## src/rtl/pipe_control_unit.sv

```systemverilog
// Registered MIPS decode/control stage: decodes the ID instruction into the
// ID/EX control word, inserts load-use bubbles, honours stalls/flushes and halt.
package pipe_control_pkg;
    typedef enum logic [3:0] {
        ALU_SLL  = 4'd0,
        ALU_SRL  = 4'd1,
        ALU_ADD  = 4'd2,
        ALU_SUB  = 4'd3,
        ALU_AND  = 4'd4,
        ALU_OR   = 4'd5,
        ALU_XOR  = 4'd6,
        ALU_NOR  = 4'd7,
        ALU_SLT  = 4'd8,
        ALU_SLTU = 4'd9
    } aluop_t;

    typedef struct packed {
        logic       valid;
        logic       regwr;
        logic       extop;
        logic       dren;
        logic       dwen;
        logic       halt;
        logic [1:0] alusrc;
        logic [1:0] regsel;
        logic [1:0] pcsrc;
        aluop_t     aluop;
        logic [4:0] regdst;
    } ctrl_t;

    localparam logic [1:0] SRC_RT = 2'd0, SRC_IMM = 2'd1, SRC_SHAMT = 2'd2;
    localparam logic [1:0] SEL_ALU = 2'd0, SEL_DLOAD = 2'd1, SEL_JAL = 2'd2, SEL_LUI = 2'd3;
    localparam logic [1:0] PC_NORM = 2'd0, PC_BRAN = 2'd1, PC_J = 2'd2, PC_JR = 2'd3;

    localparam logic [5:0] OP_RTYPE = 6'h00, OP_J = 6'h02, OP_JAL = 6'h03,
                           OP_BEQ = 6'h04, OP_BNE = 6'h05, OP_ADDI = 6'h08,
                           OP_ADDIU = 6'h09, OP_SLTI = 6'h0A, OP_SLTIU = 6'h0B,
                           OP_ANDI = 6'h0C, OP_ORI = 6'h0D, OP_XORI = 6'h0E,
                           OP_LUI = 6'h0F, OP_LW = 6'h23, OP_SW = 6'h2B;

    localparam logic [5:0] F_SLL = 6'h00, F_SRL = 6'h02, F_JR = 6'h08,
                           F_ADD = 6'h20, F_ADDU = 6'h21, F_SUB = 6'h22,
                           F_SUBU = 6'h23, F_AND = 6'h24, F_OR = 6'h25,
                           F_XOR = 6'h26, F_NOR = 6'h27, F_SLT = 6'h2A,
                           F_SLTU = 6'h2B;
endpackage

module pipe_control_unit
    import pipe_control_pkg::*;
#(
    parameter int unsigned LOAD_BUBBLES = 1,
    parameter logic [5:0]  HALT_OP      = 6'h3F
) (
    input logic                CLK,
    input logic                nRST,
    pipe_control_unit_if.slave bus
);
    localparam int unsigned HIST_W = LOAD_BUBBLES * 5;

    typedef enum logic {
        ST_RUN,
        ST_HALTED
    } state_t;

    state_t                          state_q, state_d;
    ctrl_t                           ex_q, ex_d;
    logic [LOAD_BUBBLES-1:0]         hist_load_q, hist_load_d;
    logic [LOAD_BUBBLES-1:0][4:0]    hist_dest_q, hist_dest_d;

    logic [5:0] opcode, funct;
    logic [4:0] rs, rt, rd;
    ctrl_t      dec;
    logic       use_rs, use_rt;
    logic       hazard;

    assign opcode = bus.instr[31:26];
    assign rs     = bus.instr[25:21];
    assign rt     = bus.instr[20:16];
    assign rd     = bus.instr[15:11];
    assign funct  = bus.instr[5:0];

    // Instruction decode and source-register usage
    always_comb begin
        dec        = '0;
        dec.aluop  = ALU_ADD;
        dec.regdst = rd;
        use_rs     = 1'b1;
        use_rt     = 1'b0;
        if (opcode == HALT_OP) begin
            dec.halt = 1'b1;
            use_rs   = 1'b0;
        end else begin
            case (opcode)
                OP_RTYPE: begin
                    dec.regwr = 1'b1;
                    use_rt    = 1'b1;
                    case (funct)
                        F_SLL:         begin dec.alusrc = SRC_SHAMT; dec.aluop = ALU_SLL; end
                        F_SRL:         begin dec.alusrc = SRC_SHAMT; dec.aluop = ALU_SRL; end
                        F_JR:          begin dec.regwr = 1'b0; dec.pcsrc = PC_JR; use_rt = 1'b0; end
                        F_ADD, F_ADDU: dec.aluop = ALU_ADD;
                        F_SUB, F_SUBU: dec.aluop = ALU_SUB;
                        F_AND:         dec.aluop = ALU_AND;
                        F_OR:          dec.aluop = ALU_OR;
                        F_XOR:         dec.aluop = ALU_XOR;
                        F_NOR:         dec.aluop = ALU_NOR;
                        F_SLT:         dec.aluop = ALU_SLT;
                        F_SLTU:        dec.aluop = ALU_SLTU;
                        default:       ;
                    endcase
                end
                OP_J: begin
                    dec.pcsrc = PC_J;
                    use_rs    = 1'b0;
                end
                OP_JAL: begin
                    dec.pcsrc  = PC_J;
                    dec.regwr  = 1'b1;
                    dec.regsel = SEL_JAL;
                    dec.regdst = 5'd31;
                    use_rs     = 1'b0;
                end
                OP_BEQ, OP_BNE: begin
                    dec.aluop = ALU_SUB;
                    dec.pcsrc = PC_BRAN;
                    use_rt    = 1'b1;
                end
                OP_ADDI, OP_ADDIU, OP_SLTI, OP_SLTIU, OP_ANDI, OP_ORI, OP_XORI: begin
                    dec.regwr  = 1'b1;
                    dec.alusrc = SRC_IMM;
                    dec.regdst = rt;
                    dec.extop  = (opcode == OP_ADDI) || (opcode == OP_ADDIU) || (opcode == OP_SLTI);
                    case (opcode)
                        OP_SLTI:  dec.aluop = ALU_SLT;
                        OP_SLTIU: dec.aluop = ALU_SLTU;
                        OP_ANDI:  dec.aluop = ALU_AND;
                        OP_ORI:   dec.aluop = ALU_OR;
                        OP_XORI:  dec.aluop = ALU_XOR;
                        default:  dec.aluop = ALU_ADD;
                    endcase
                end
                OP_LUI: begin
                    dec.regwr  = 1'b1;
                    dec.regsel = SEL_LUI;
                    dec.regdst = rt;
                    use_rs     = 1'b0;
                end
                OP_LW: begin
                    dec.regwr  = 1'b1;
                    dec.regsel = SEL_DLOAD;
                    dec.alusrc = SRC_IMM;
                    dec.dren   = 1'b1;
                    dec.regdst = rt;
                end
                OP_SW: begin
                    dec.alusrc = SRC_IMM;
                    dec.dwen   = 1'b1;
                    use_rt     = 1'b1;
                end
                default: ;
            endcase
        end
    end

    // Load-use check against every in-flight load in the history
    always_comb begin
        logic [LOAD_BUBBLES-1:0]      scan_load;
        logic [LOAD_BUBBLES-1:0][4:0] scan_dest;
        logic                         hit;
        scan_load = hist_load_q;
        scan_dest = hist_dest_q;
        hit       = 1'b0;
        for (int unsigned k = 0; k < LOAD_BUBBLES; k++) begin
            if (scan_load[0] && (scan_dest[0] != 5'd0) &&
                ((use_rs && (scan_dest[0] == rs)) || (use_rt && (scan_dest[0] == rt))))
                hit = 1'b1;
            scan_load = scan_load >> 1;
            scan_dest = scan_dest >> 5;
        end
        hazard = bus.instr_valid && !bus.flush && hit;
    end

    // Next ID/EX word, history shift and RUN/HALTED transitions
    always_comb begin
        state_d     = state_q;
        ex_d        = ex_q;
        hist_load_d = hist_load_q;
        hist_dest_d = hist_dest_q;
        if (bus.ex_ready) begin
            if ((state_q == ST_HALTED) || bus.flush || !bus.instr_valid || hazard) begin
                ex_d = '0;
            end else begin
                ex_d       = dec;
                ex_d.valid = 1'b1;
                if (dec.halt)
                    state_d = ST_HALTED;
            end
            hist_load_d = (hist_load_q << 1) | LOAD_BUBBLES'(ex_d.dren);
            hist_dest_d = (hist_dest_q << 5) | HIST_W'(ex_d.regdst);
        end
    end

    always_ff @(posedge CLK or negedge nRST) begin
        if (!nRST) begin
            state_q     <= ST_RUN;
            ex_q        <= '0;
            hist_load_q <= '0;
            hist_dest_q <= '0;
        end else begin
            state_q     <= state_d;
            ex_q        <= ex_d;
            hist_load_q <= hist_load_d;
            hist_dest_q <= hist_dest_d;
        end
    end

    assign bus.stall_if  = (state_q == ST_HALTED) || !bus.ex_ready || hazard;
    assign bus.halted    = (state_q == ST_HALTED);
    assign bus.ex_valid  = ex_q.valid;
    assign bus.ex_RegWr  = ex_q.regwr;
    assign bus.ex_ExtOp  = ex_q.extop;
    assign bus.ex_dREN   = ex_q.dren;
    assign bus.ex_dWEN   = ex_q.dwen;
    assign bus.ex_halt   = ex_q.halt;
    assign bus.ex_ALUSrc = ex_q.alusrc;
    assign bus.ex_RegSel = ex_q.regsel;
    assign bus.ex_PCSrc  = ex_q.pcsrc;
    assign bus.ex_ALUOp  = ex_q.aluop;
    assign bus.ex_RegDst = ex_q.regdst;
endmodule
```

## src/rtl/pipe_control_unit_if.sv

```systemverilog
// ID-stage handshake and ID/EX control-field bundle between the pipeline
// datapath (master) and the decode/control stage (slave).
interface pipe_control_unit_if;
    logic [31:0] instr;
    logic        instr_valid;
    logic        ex_ready;
    logic        flush;
    logic        stall_if;
    logic        ex_valid;
    logic        ex_RegWr;
    logic        ex_ExtOp;
    logic        ex_dREN;
    logic        ex_dWEN;
    logic        ex_halt;
    logic [1:0]  ex_ALUSrc;
    logic [1:0]  ex_RegSel;
    logic [1:0]  ex_PCSrc;
    logic [3:0]  ex_ALUOp;
    logic [4:0]  ex_RegDst;
    logic        halted;

    modport master (
        output instr, instr_valid, ex_ready, flush,
        input  stall_if, ex_valid, ex_RegWr, ex_ExtOp, ex_dREN, ex_dWEN, ex_halt,
               ex_ALUSrc, ex_RegSel, ex_PCSrc, ex_ALUOp, ex_RegDst, halted
    );

    modport slave (
        input  instr, instr_valid, ex_ready, flush,
        output stall_if, ex_valid, ex_RegWr, ex_ExtOp, ex_dREN, ex_dWEN, ex_halt,
               ex_ALUSrc, ex_RegSel, ex_PCSrc, ex_ALUOp, ex_RegDst, halted
    );
endinterface

```

## src/flat_wrapper.sv

```systemverilog
// flat-port wrapper written by rule: the top's interface ports become plain ports
module pipe_control_unit_flat import pipe_control_pkg::*;
#(
    parameter int unsigned LOAD_BUBBLES = 1,
    parameter logic [5:0]  HALT_OP      = 6'h3F
)
  (CLK, nRST, bus_instr, bus_instr_valid, bus_ex_ready, bus_flush, bus_stall_if, bus_ex_valid, bus_ex_RegWr, bus_ex_ExtOp, bus_ex_dREN, bus_ex_dWEN, bus_ex_halt, bus_ex_ALUSrc, bus_ex_RegSel, bus_ex_PCSrc, bus_ex_ALUOp, bus_ex_RegDst, bus_halted);
  pipe_control_unit_if bus_i ();
  input logic CLK;
  input logic nRST;
  input wire logic [$bits(bus_i.instr)-1:0] bus_instr;
  input wire logic [$bits(bus_i.instr_valid)-1:0] bus_instr_valid;
  input wire logic [$bits(bus_i.ex_ready)-1:0] bus_ex_ready;
  input wire logic [$bits(bus_i.flush)-1:0] bus_flush;
  output wire logic [$bits(bus_i.stall_if)-1:0] bus_stall_if;
  output wire logic [$bits(bus_i.ex_valid)-1:0] bus_ex_valid;
  output wire logic [$bits(bus_i.ex_RegWr)-1:0] bus_ex_RegWr;
  output wire logic [$bits(bus_i.ex_ExtOp)-1:0] bus_ex_ExtOp;
  output wire logic [$bits(bus_i.ex_dREN)-1:0] bus_ex_dREN;
  output wire logic [$bits(bus_i.ex_dWEN)-1:0] bus_ex_dWEN;
  output wire logic [$bits(bus_i.ex_halt)-1:0] bus_ex_halt;
  output wire logic [$bits(bus_i.ex_ALUSrc)-1:0] bus_ex_ALUSrc;
  output wire logic [$bits(bus_i.ex_RegSel)-1:0] bus_ex_RegSel;
  output wire logic [$bits(bus_i.ex_PCSrc)-1:0] bus_ex_PCSrc;
  output wire logic [$bits(bus_i.ex_ALUOp)-1:0] bus_ex_ALUOp;
  output wire logic [$bits(bus_i.ex_RegDst)-1:0] bus_ex_RegDst;
  output wire logic [$bits(bus_i.halted)-1:0] bus_halted;
  assign bus_i.instr = bus_instr;
  assign bus_i.instr_valid = bus_instr_valid;
  assign bus_i.ex_ready = bus_ex_ready;
  assign bus_i.flush = bus_flush;
  assign bus_stall_if = bus_i.stall_if;
  assign bus_ex_valid = bus_i.ex_valid;
  assign bus_ex_RegWr = bus_i.ex_RegWr;
  assign bus_ex_ExtOp = bus_i.ex_ExtOp;
  assign bus_ex_dREN = bus_i.ex_dREN;
  assign bus_ex_dWEN = bus_i.ex_dWEN;
  assign bus_ex_halt = bus_i.ex_halt;
  assign bus_ex_ALUSrc = bus_i.ex_ALUSrc;
  assign bus_ex_RegSel = bus_i.ex_RegSel;
  assign bus_ex_PCSrc = bus_i.ex_PCSrc;
  assign bus_ex_ALUOp = bus_i.ex_ALUOp;
  assign bus_ex_RegDst = bus_i.ex_RegDst;
  assign bus_halted = bus_i.halted;
  pipe_control_unit #(.LOAD_BUBBLES(LOAD_BUBBLES), .HALT_OP(HALT_OP)) u_core (.CLK(CLK), .nRST(nRST), .bus(bus_i));
endmodule
```

## config.mk

```make
export PLATFORM = sky130hd
export DESIGN_NAME = pipe_control_unit_flat
export DESIGN_NICKNAME = d
export VERILOG_FILES = /design/src/rtl/pipe_control_unit.sv /design/src/rtl/pipe_control_unit_if.sv /design/src/flat_wrapper.sv
export SDC_FILE = /design/constraint.sdc
export NUM_CORES = 1
export LEC_CHECK = 0
export CAP_MARGIN = 20
export CORE_MARGIN = 5
export CORE_UTILIZATION = 49
export DETAILED_ROUTE_END_ITERATION = 8
export GPL_TIMING_DRIVEN = 1
export PLACE_DENSITY = 0.9
export SLEW_MARGIN = 20
export SYNTH_ARGS = -nofsm -noshare
export SYNTH_HDL_FRONTEND = slang
export SYNTH_SLANG_ARGS = --single-unit
export TNS_END_PERCENT = 100
```

## constraint.sdc

```tcl
create_clock -name CLK -period 4.1 [get_ports CLK]
set_clock_uncertainty 0.2 [all_clocks]
set_input_delay 1.025 -clock CLK [delete_from_list [all_inputs] [get_ports CLK]]
set_output_delay 1.025 -clock CLK [all_outputs]
set_load 0.01 [all_outputs]
```

=== Word-level counts from Yosys, hierarchy flattened ===
Index checks and enable logic that the tools add are counted.

* Register bits after elaboration: 22
* Output and inout bits: 23

* Equality and inequality tests: 27
* Mux-type cells: 23
* Bitwise logic cells: 1
* Reduce and logical (&&, ||, !) cells: 31

{| class="wikitable"
|+ Operators with widths
! operator !! number
|-
| $eq A6 B6 Y1 const B || 11
|-
| $eq A6 B4 Y1 const B || 9
|-
| $pmux W4 S9 || 1
|-
| $mux W21 || 1
|-
| $pmux W4 S5 || 1
|-
| $eq A6 B2 Y1 const B || 3
|-
| $reduce_or A9 Y1 || 2
|-
| $mux W15 || 1
|-
| $eq A6 B3 Y1 const B || 2
|-
| $logic_not A6 Y1 || 2
|-
| $pmux W2 S3 || 2
|-
| $pmux W4 S3 || 1
|-
| $eq A5 B5 Y1 || 2
|-
| $pmux W5 S2 || 1
|-
| $reduce_or A10 Y1 || 1
|-
| $mux W1 || 9
|-
| $logic_or A1 B1 Y1 || 8
|-
| $reduce_or A2 Y1 || 4
|-
| $reduce_or A7 Y1 || 1
|-
| $logic_and A1 B1 Y1 || 6
|-
| $reduce_or A3 Y1 || 2
|-
| $reduce_bool A5 Y1 || 1
|-
| $mux W2 || 2
|-
| $mux W4 || 1
|-
| 5 further kinds || 8
|}

=== Longest topological paths before layout ===
Gate-level depths: netlist (run 1).

* Depth in word-level cells: 12
* Depth in mapped cells: 7
* Gate-level depth less buffers: 5

=== Worst setup path after synthesis (run 1) ===
Ideal clock, no wire load.

* Kind: in2out
* Start point: input port bus_instr[30]
* End point: output port bus_stall_if
* Data arrival time: 2.343 ns
* Required time: 2.875 ns
* Path slack: 0.532 ns
* Stages: 6
* Cells stage by stage: buf_6 or4_4 o32ai_2 a31oi_2 o21a_1 o21ai_1

* Cells in the longest elaborated chain, start to end: 10
* Elaborated cells on any way between the ends: 21

{| class="wikitable"
|+ RTL lines
! element !! line !! RTL
|-
| start, declared || flat_wrapper.sv:11 || <nowiki>input wire logic [$bits(bus_i.instr)-1:0] bus_instr;</nowiki>
|-
| $eq A6 B3 Y1, or another cell as far along || pipe_control_unit.sv:93 || <nowiki>case (opcode)</nowiki>
|-
| $reduce_or A3 Y1 (no line) || n/a ||
|-
| $pmux W1 S2 / $mux W1 (equally long branches) || pipe_control_unit.sv:93 ||
|-
| $mux W1 || pipe_control_unit.sv:89 || <nowiki>if (opcode == HALT_OP) begin</nowiki>
|-
| $logic_and A1 B1 Y1 || pipe_control_unit.sv:175 || <nowiki>((use_rs && (scan_dest[0] == rs)) || (use_rt && (scan_dest[0] == rt))))</nowiki>
|-
| $logic_or A1 B1 Y1 * || pipe_control_unit.sv:175 ||
|-
| $logic_and A1 B1 Y1 * || pipe_control_unit.sv:174 || <nowiki>if (scan_load[0] && (scan_dest[0] != 5'd0) &&</nowiki>
|-
| $mux W1 * || pipe_control_unit.sv:174 ||
|-
| $logic_and A1 B1 Y1 * || pipe_control_unit.sv:180 || <nowiki>hazard = bus.instr_valid && !bus.flush && hit;</nowiki>
|-
| $logic_or A1 B1 Y1 * || pipe_control_unit.sv:217 || <nowiki>assign bus.stall_if = (state_q == ST_HALTED) || !bus.ex_ready || hazard;</nowiki>
|-
| end, declared || flat_wrapper.sv:15 || <nowiki>output wire logic [$bits(bus_i.stall_if)-1:0] bus_stall_if;</nowiki>
|}

Every way passes the cells marked *; elsewhere a longest branch is shown, timed or not.

=== Worst setup path after layout (run 1) ===
* Start point: input port bus_instr[31]
* End point: output port bus_stall_if

Same word-level chain as after synthesis.

==> metrics.md, run 1 <==
| Metric | Value |
|---|---|
| Post-Route WL | 5250 um |
| First-pass GRT wire length | 8150 um |
| Post-Syn Area | 1690 um2 |
| Final cell count without fillers | 303 |
| Fill cell count | 265 |
| GRT overflow | 0 |
| Setup TNS | 0 ns |
| Slew Viols, Final | 0 |
| DIE AREA | 4730 um2 |
| Critical Path Source | bus_instr[31] |
| Reg area | around 550 um2 |
| RR Startpoint | u_core.bus.ex_RegDst[0] |
| Fin crit share | 97.0% |
| Share of cells above drive strength 1 | 19.5% |
| Syn nets | 224 |
| PortBufs | between 50 and 60 |
| CTS Buffer Depth | 2 |
| CTS Sinks | 22 |
| Rel. slew slack | 33.5% |
| Clk slew on worst S/H paths | 0.12 ns |
| Fin. Hold Viols | 0 |
| Routed wire per std cell | 17.3 um |
| CTS root buf | clkbuf_4 |
| Post-route minimum period | 3.98 ns |
| P_int | around 0.00037 W |
| Initial antenna violation count | 0 |
| Hold_ws | slightly above 0.3 ns |
| GR Util All Layers | 23.2% |
| Switch Pwr | 0.000162 W |
| P&R area growth vs syn | 43.6% |
| Die height | between 60 and 70 um |
| Ys Warns | 0 |
| Final Cell Area | 2430 um2 |
| Crit path DAT | ~2.8 ns |
| Number of distinct library cells after synthesis | 49 |
| CORE AREA | between 3000 and 4000 um2 |
| Gate power share | 32.3% |
| Via density | 5.92 |
| Leak | 0.978 nW |
| DRC | 0 |
| Pre-antenna DRT Iters | 4 |
| CTS tree | done |
| Dpl hpwl | 4160 um |
| Vias in the first global route | 1718 |
| Share of synthesized registers carrying an async set or reset | 100% |
| Status | complete, no violations |
| Count of final setup violators | 0 |
| Worst hold start | u_core.bus.ex_ALUSrc[0] |
| Vias | 1793 |
| Standard-cell row count | 21 |
| Horiz. Die Dim | slightly below 70 um |
| Placed instance area | around 2400 um2 |
| Commonest non-fill, non-tap cells in the layout | 53 x clkdlybuf4s50_1, 25 x buf_4, 22 x dfrtp_1 |
| CP Max Fanout | 2 |
| Reg power frac | approximately 45% |
| Cts bufs inserted | 3 |
| Design Power | 0.000536 W |
| Synth area leaders | dfrtp_1 33%, a32oi_1 7.2%, o21ai_2 5.2%, nand2_1 4.4%, o22a_1 3.1% |
| Commonest non-fill, non-tap cell in the layout | clkdlybuf4s50_1 |
| CP required | 2.87 ns |
| Post-layout net count | approximately 300 |
| Multi-input logic area | 1050 um2 |
| Peak supply drop | 198 uV |
| Actual slew at the worst max-slew pin | around 0.99 ns |
| RSZ-0062 raised after global routing | no |
| Syn avg cell area | around 9.0 um2 |
| Post-Place Cells | 299 |
| CTS hold repair buffers | 0 |
| Placer Congestion | 0.902 |
| Peak Freq | 0.251 GHz |
| Diodes inserted | 0 |
| IO Pins | 60 |
| Top FF cell, synth | dfrtp_1 |
| Startpoint types | input port |
| Post-Synthesis Cells | about 190 |
| Critical path class | in -> out |
| Seq cells post-synth | 22 |
| Pin count of the biggest net entering global routing | 26 |
| ANT nets after route | 0 |
| Hold Crit Class | reg -> reg |
| H-tree depth | 1 |
| Yosys top cell by area | dfrtp_1 |
| Initial Util | 50.7% |
| Worst skew pair latency | around 0.31 ns |
| Net Sw Frac | 30.2% |
| Power Density | 221 nW/um2 |
| Top-area cell type share of the netlist area | 32.5% |
| MaxCap Viol Count | 0 |
| Iter 0 DRT Violations | 216 |
| Seq/Total Area, Yosys | 32.5% |
| CP Capture Type | output pin |
| Number of flops mapped to enable cells by yosys | 0 |
| Clk pwr share | between 20% and 30% |
## cell families (layout without fill, tap and decap cells)
| logic type | Yosys count | in the layout | share of synthesized area (%) |
|---|---|---|---|
| compound gates | 69 | 69 | 33.6 |
| simple gates | 67 | 67 | 22.0 |
| flops | 22 | 22 | 32.5 |
| buf+inv | 17 | 87 | 5.62 |
| xor+xnor | 11 | 11 | 5.70 |
| mux | 1 | 1 | 0.592 |
## registers in the layout, indices dropped and copies added (netlist names)
register              cells
u_core.bus.ex_ALUOp       4
u_core.bus.ex_ALUSrc      2
u_core.bus.ex_ExtOp       1
u_core.bus.ex_PCSrc       2
u_core.bus.ex_RegDst      5
u_core.bus.ex_RegSel      2
u_core.bus.ex_RegWr       1
u_core.bus.ex_dREN        1
u_core.bus.ex_dWEN        1
u_core.bus.ex_halt        1
u_core.bus.ex_valid       1
u_core.bus.halted         1
## cells in the mapped netlist, drive strengths merged, types with 3 or more instances
library cell	count
nor2	8
a21o	4
clkbuf	5
nand2	20
nor4	5
dfrtp	22
o211ai	5
nand2b	3
nor3	5
a32oi	14
o21ai	17
inv	4
a21oi	4
a22o	4
xor2	6
o22a	6
nand3	6
buf	8
xnor2	5
nor2b	6
## stage by stage
| stage | worst slack (ns) | util, % |
|---|---|---|
| after floorplan | 0.532 | - |
| after global placement | -0.225 | 71.8 |
| after detailed placement | -0.282 | 71.8 |
| after CTS | 0.00170 | 72.9 |
| after global routing | 0.0654 | 72.8 |
| final | 0.122 | 72.8 |
## repair_timing
item / CTS / global route
gates resized for setup: 2 / 1
setup endpoints to repair: 1 / 1
buffers inserted: 0 / 0
## per-layer routing
metal	global-route usage, %	vias up	share of wire, %
li1	-	864	-
met1	31.2	862	43
met2	38.6	60	50
met3	3.73	7	6.3
met4	6.08	0	1.1
met5	0	-	0
## power by group through the flow
stage          clock, W  sequential [W]  combinational [W]
4_1_cts        0.000123        0.000242           0.000174
6_report       0.000122        0.000242           0.000173
3_3_place_gp          0        0.000245           0.000169
2_1_floorplan         0        0.000248          0.0000774
3_5_place_dp          0        0.000246           0.000173
5_1_grt        0.000131        0.000244           0.000187
## cell type report
type                            instances  share of cell area (%)
Clock buffer                            4                    1.49
Inverter                                4                   0.618
Multi-Input combinational cell        148                    43.1
Sequential cell                        22                    22.7
Tap cell                               46                    2.37
Timing Repair Buffer                   79                    29.8
## path summary, 6_finish.rpt
kind / cells after the start / endpoint / slack (ns)
hold / removal: 2 / u_core.bus.ex_ALUSrc[0] / 0.31
setup / recovery: 7 / bus_stall_if / 0.12
max in group asynchronous: 1 / u_core.bus.ex_RegSel[0] / 2.06
setup reg to reg: 6 / u_core.bus.ex_ALUOp[3] / 1.93
hold reg to reg: 2 / u_core.bus.ex_ALUSrc[0] / 0.31
min in group asynchronous: 1 / u_core.bus.ex_RegDst[0] / 1.04
## worst max-delay path, cell delays in order
cell and delay (ns):
clkdlybuf4s50_1 0.42, or4_4 0.55, o32ai_2 0.15, a31oi_2 0.08
o21a_1 0.21, o21ai_1 0.15, clkbuf_2 0.16
Power figures use the tool's default switching activity.
==> inputs of run 2 (changes only) <==
Settings changed: CELL_PAD_IN_SITES_DETAIL_PLACEMENT from default to 0, CELL_PAD_IN_SITES_GLOBAL_PLACEMENT from default to 1, CORE_UTILIZATION 49 to 36.
==> run 2 against run 1 <==
  * Total power increased by 6.2%
  * Count of clock-buffer cells in the layout unchanged
  * Fmax increased by 0.23%
  * Non-clock buffer count increased by 2
  * Die area increased by 31%
  * Register-to-register slack about the same
  * Via count decreased by 0.28%
==> metrics.md, run 2 (synthesized netlist as in run 1, its figures left out) <==
| Metric | Value |
|---|---|
| Status | complete, no violations (unchanged) |
| Via density | 5.71 (was 5.92) |
| Actual slew at the worst max-slew pin | 0.692 ns (was 0.995 ns) |
| RSZ-0062 raised after global routing | no (unchanged) |
| Hold_ws | 0.299 ns (was 0.309 ns) |
| Cts bufs inserted | 3 (unchanged) |
| Commonest non-fill, non-tap cells in the layout | 52 x clkdlybuf4s50_1, 27 x buf_4, 22 x dfrtp_1 (was 53 x clkdlybuf4s50_1, 25 x buf_4, 22 x dfrtp_1) |
| Top delay family on crit path | buffers and inverters (was compound AO/OA/AOI/OAI gates) |
| Count of final setup violators | 0 (unchanged) |
| Pin count of the biggest net entering global routing | 26 (unchanged) |
| Post-route minimum period | 3.97 ns (was 3.98 ns) |
| ANT nets after route | 0 (unchanged) |
| DIE AREA | 6170 um2 (was 4730 um2) |
| Dpl hpwl | 4130 um (was 4160 um) |
| DRC | 0 (unchanged) |
| Power Density | 231 nW/um2 (was 221 nW/um2) |
| MaxCap Viol Count | 0 (unchanged) |
| Clk pwr share | 27.2% (was 22.7%) |
| Routed wire per std cell | 17.2 um (was 17.3 um) |
| Leak | 0.995 nW (was 0.978 nW) |
| CP required | 2.87 ns (about the same) |
| Fin crit share | 96.8% (was 97.0%) |
| Post-Place Cells | 309 (was 299) |
| Worst Path Buf+Inv | 2 (unchanged) |
| Setup ws final | 0.131 ns (was 0.122 ns) |
| Placer Congestion | 0.849 (was 0.902) |
| Die height | 78.6 um (was 68.8 um) |
| CTS tree | done (unchanged) |
| Pre-antenna DRT Iters | 4 (unchanged) |
| CTS hold repair buffers | 0 (unchanged) |
| Worst skew pair latency | 0.26 ns (was 0.31 ns) |
| Final Cell Area | 2470 um2 (was 2430 um2) |
| Critical path class | in -> out (unchanged) |
| First-pass GRT wire length | 8880 um (was 8150 um) |
| Standard-cell row count | 25 (was 21) |
| CP Capture Type | output pin (unchanged) |
| Post-Route WL | 5380 um (was 5250 um) |
| Iter 0 DRT Violations | 110 (was 216) |
| CP Max Fanout | 2 (unchanged) |
| Hold Crit Class | reg -> reg (unchanged) |
| Rel. slew slack | 53.8% (was 33.5%) |
| GRT overflow | 0 (unchanged) |
| Clk slew on worst S/H paths | 0.08 ns (was 0.12 ns) |
| IO Pins | 60 (unchanged) |
| Slowest CP cell | or4_4 (unchanged) |
| CORE AREA | 4630 um2 (was 3340 um2) |
| Vias | 1788 (was 1793) |
| GR Util All Layers | 17.9% (was 23.2%) |
| Net Sw Frac | 28.6% (was 30.2%) |
| Fin. Hold Viols | 0 (unchanged) |
| CTS Buffer Depth | 2 (unchanged) |
| Diodes inserted | 0 (unchanged) |
| Startpoint types | input port (unchanged) |
| P_int | 0.000407 W (was 0.000375 W) |
| PortBufs | 54 (unchanged) |
| Max stage delay on crit path | 0.56 ns (was 0.55 ns) |
| Placed instance area | 2420 um2 (was 2400 um2) |
| Peak supply drop | 216 uV (was 198 uV) |
| P&R area growth vs syn | 45.9% (was 43.6%) |
| CTS Sinks | 22 (unchanged) |
| Horiz. Die Dim | 78.6 um (was 68.8 um) |
| H-tree depth | 1 (unchanged) |
| Vias in the first global route | 1798 (was 1718) |
| Pre-CTS WS | -0.269 ns (was -0.282 ns) |
| Initial antenna violation count | 0 (unchanged) |
| Final cell count without fillers | 313 (was 303) |
| CTS root buf | clkbuf_8 (was clkbuf_4) |
| Initial Util | 36.5% (was 50.7%) |
| Gate power share | 30.4% (was 32.3%) |
| Switch Pwr | 0.000163 W (was 0.000162 W) |
| Share of cells above drive strength 1 | 20.5% (was 19.5%) |
| Slew Viols, Final | 0 (unchanged) |
| Reg power frac | 42.4% (was 45.0%) |
| Critical-path cell list | clkdlybuf4s50_1 -> or4_4 -> o32ai_2 -> a31oi_2 -> o21a_1 -> o21ai_1 -> clkbuf_2 (unchanged) |
| Commonest non-fill, non-tap cell in the layout | clkdlybuf4s50_1 (unchanged) |
| Max reg flops | 5 (unchanged) |
| Post-layout net count | 297 (was 295) |
| Peak Freq | 0.252 GHz (was 0.251 GHz) |
| Crit path DAT | 2.74 ns (was 2.75 ns) |
[run 2: cell count changes in the layout (fill, tap and decap cells not counted), sizes merged]
cell | previous run | this run
buf | 25 | 28
clkdlybuf4s50 | 53 | 52
[run 2: what timing repair did]
| action | 4_1_cts | 5_1_grt |
|---|---|---|
| setup endpoints to repair | 1 | 1 |
| setup buffers | 0 | 0 |
| resized for setup | 2 | 1 |
[run 2: worst register-to-register path: cells and delay by family (launching register included)]
kind / cells / cell delay (ns)
AO/OA/AOI/OAI: 2 / 0.65
XOR/XNOR: 1 / 0.20
buffers and inverters: 1 / 0.18
flip-flops: 1 / 0.45
AND/OR/NAND/NOR: 2 / 0.34
[run 2: path summary, 6_finish.rpt]
path	from	to	slack, ns	cells after the start
setup / recovery	bus_instr[31]	bus_stall_if	0.13	7
setup reg to reg	u_core.bus.ex_RegDst[0]	u_core.bus.ex_ALUOp[3]	1.92	6
hold / removal	u_core.bus.ex_PCSrc[0]	u_core.bus.ex_PCSrc[0]	0.30	2
max in group asynchronous	nRST	u_core.bus.ex_ALUOp[3]	2.83	1
min in group asynchronous	nRST	u_core.bus.ex_RegDst[0]	0.52	1
hold reg to reg	u_core.bus.ex_PCSrc[0]	u_core.bus.ex_PCSrc[0]	0.30	2
[run 2: cell type report]
type,count,area [um2]
clock buffers,4,55.1
flip-flops and latches,22,551
multi-input cells,148,1050
inverters,4,15.0
repair buffers,81,733
fillers,448,2160
well taps,54,67.6
[run 2: layer usage]
| metal | vias up | global-route usage [%] | part of all wire, % |
|---|---|---|---|
| met5 | - | 0 | 0 |
| met4 | 0 | 5.24 | 1.1 |
| met3 | 5 | 2.06 | 6.9 |
| met2 | 63 | 29.5 | 48 |
| met1 | 855 | 24.6 | 44 |
| li1 | 865 | - | - |
[run 2: power groups by stage]
stage / Combinational, W / Clock (W) / Sequential, W
final: 0.000173 / 0.000155 / 0.000241
after CTS: 0.000175 / 0.000160 / 0.000241
after floorplan: 0.0000774 / 0 / 0.000248
after detailed placement: 0.000174 / 0 / 0.000245
after global placement: 0.000171 / 0 / 0.000245
after global routing: 0.000188 / 0.000170 / 0.000243
[run 2: through the flow]
step	setup TNS [ns]	power [W]	util, %
global route	0	0.000601	53.3
global placement	-0.251	0.000416	52.3
finish	0	0.000570	53.3
floorplan	0	0.000325	-
detailed placement	-0.269	0.000419	52.3
CTS	0	0.000576	53.5
==> inputs of run 3 (changes only) <==
Settings changed: TNS_END_PERCENT 100 to 30.
==> results of run 3 <==
Same layout as run 2: the final DEF is identical, and so are final timing and power.
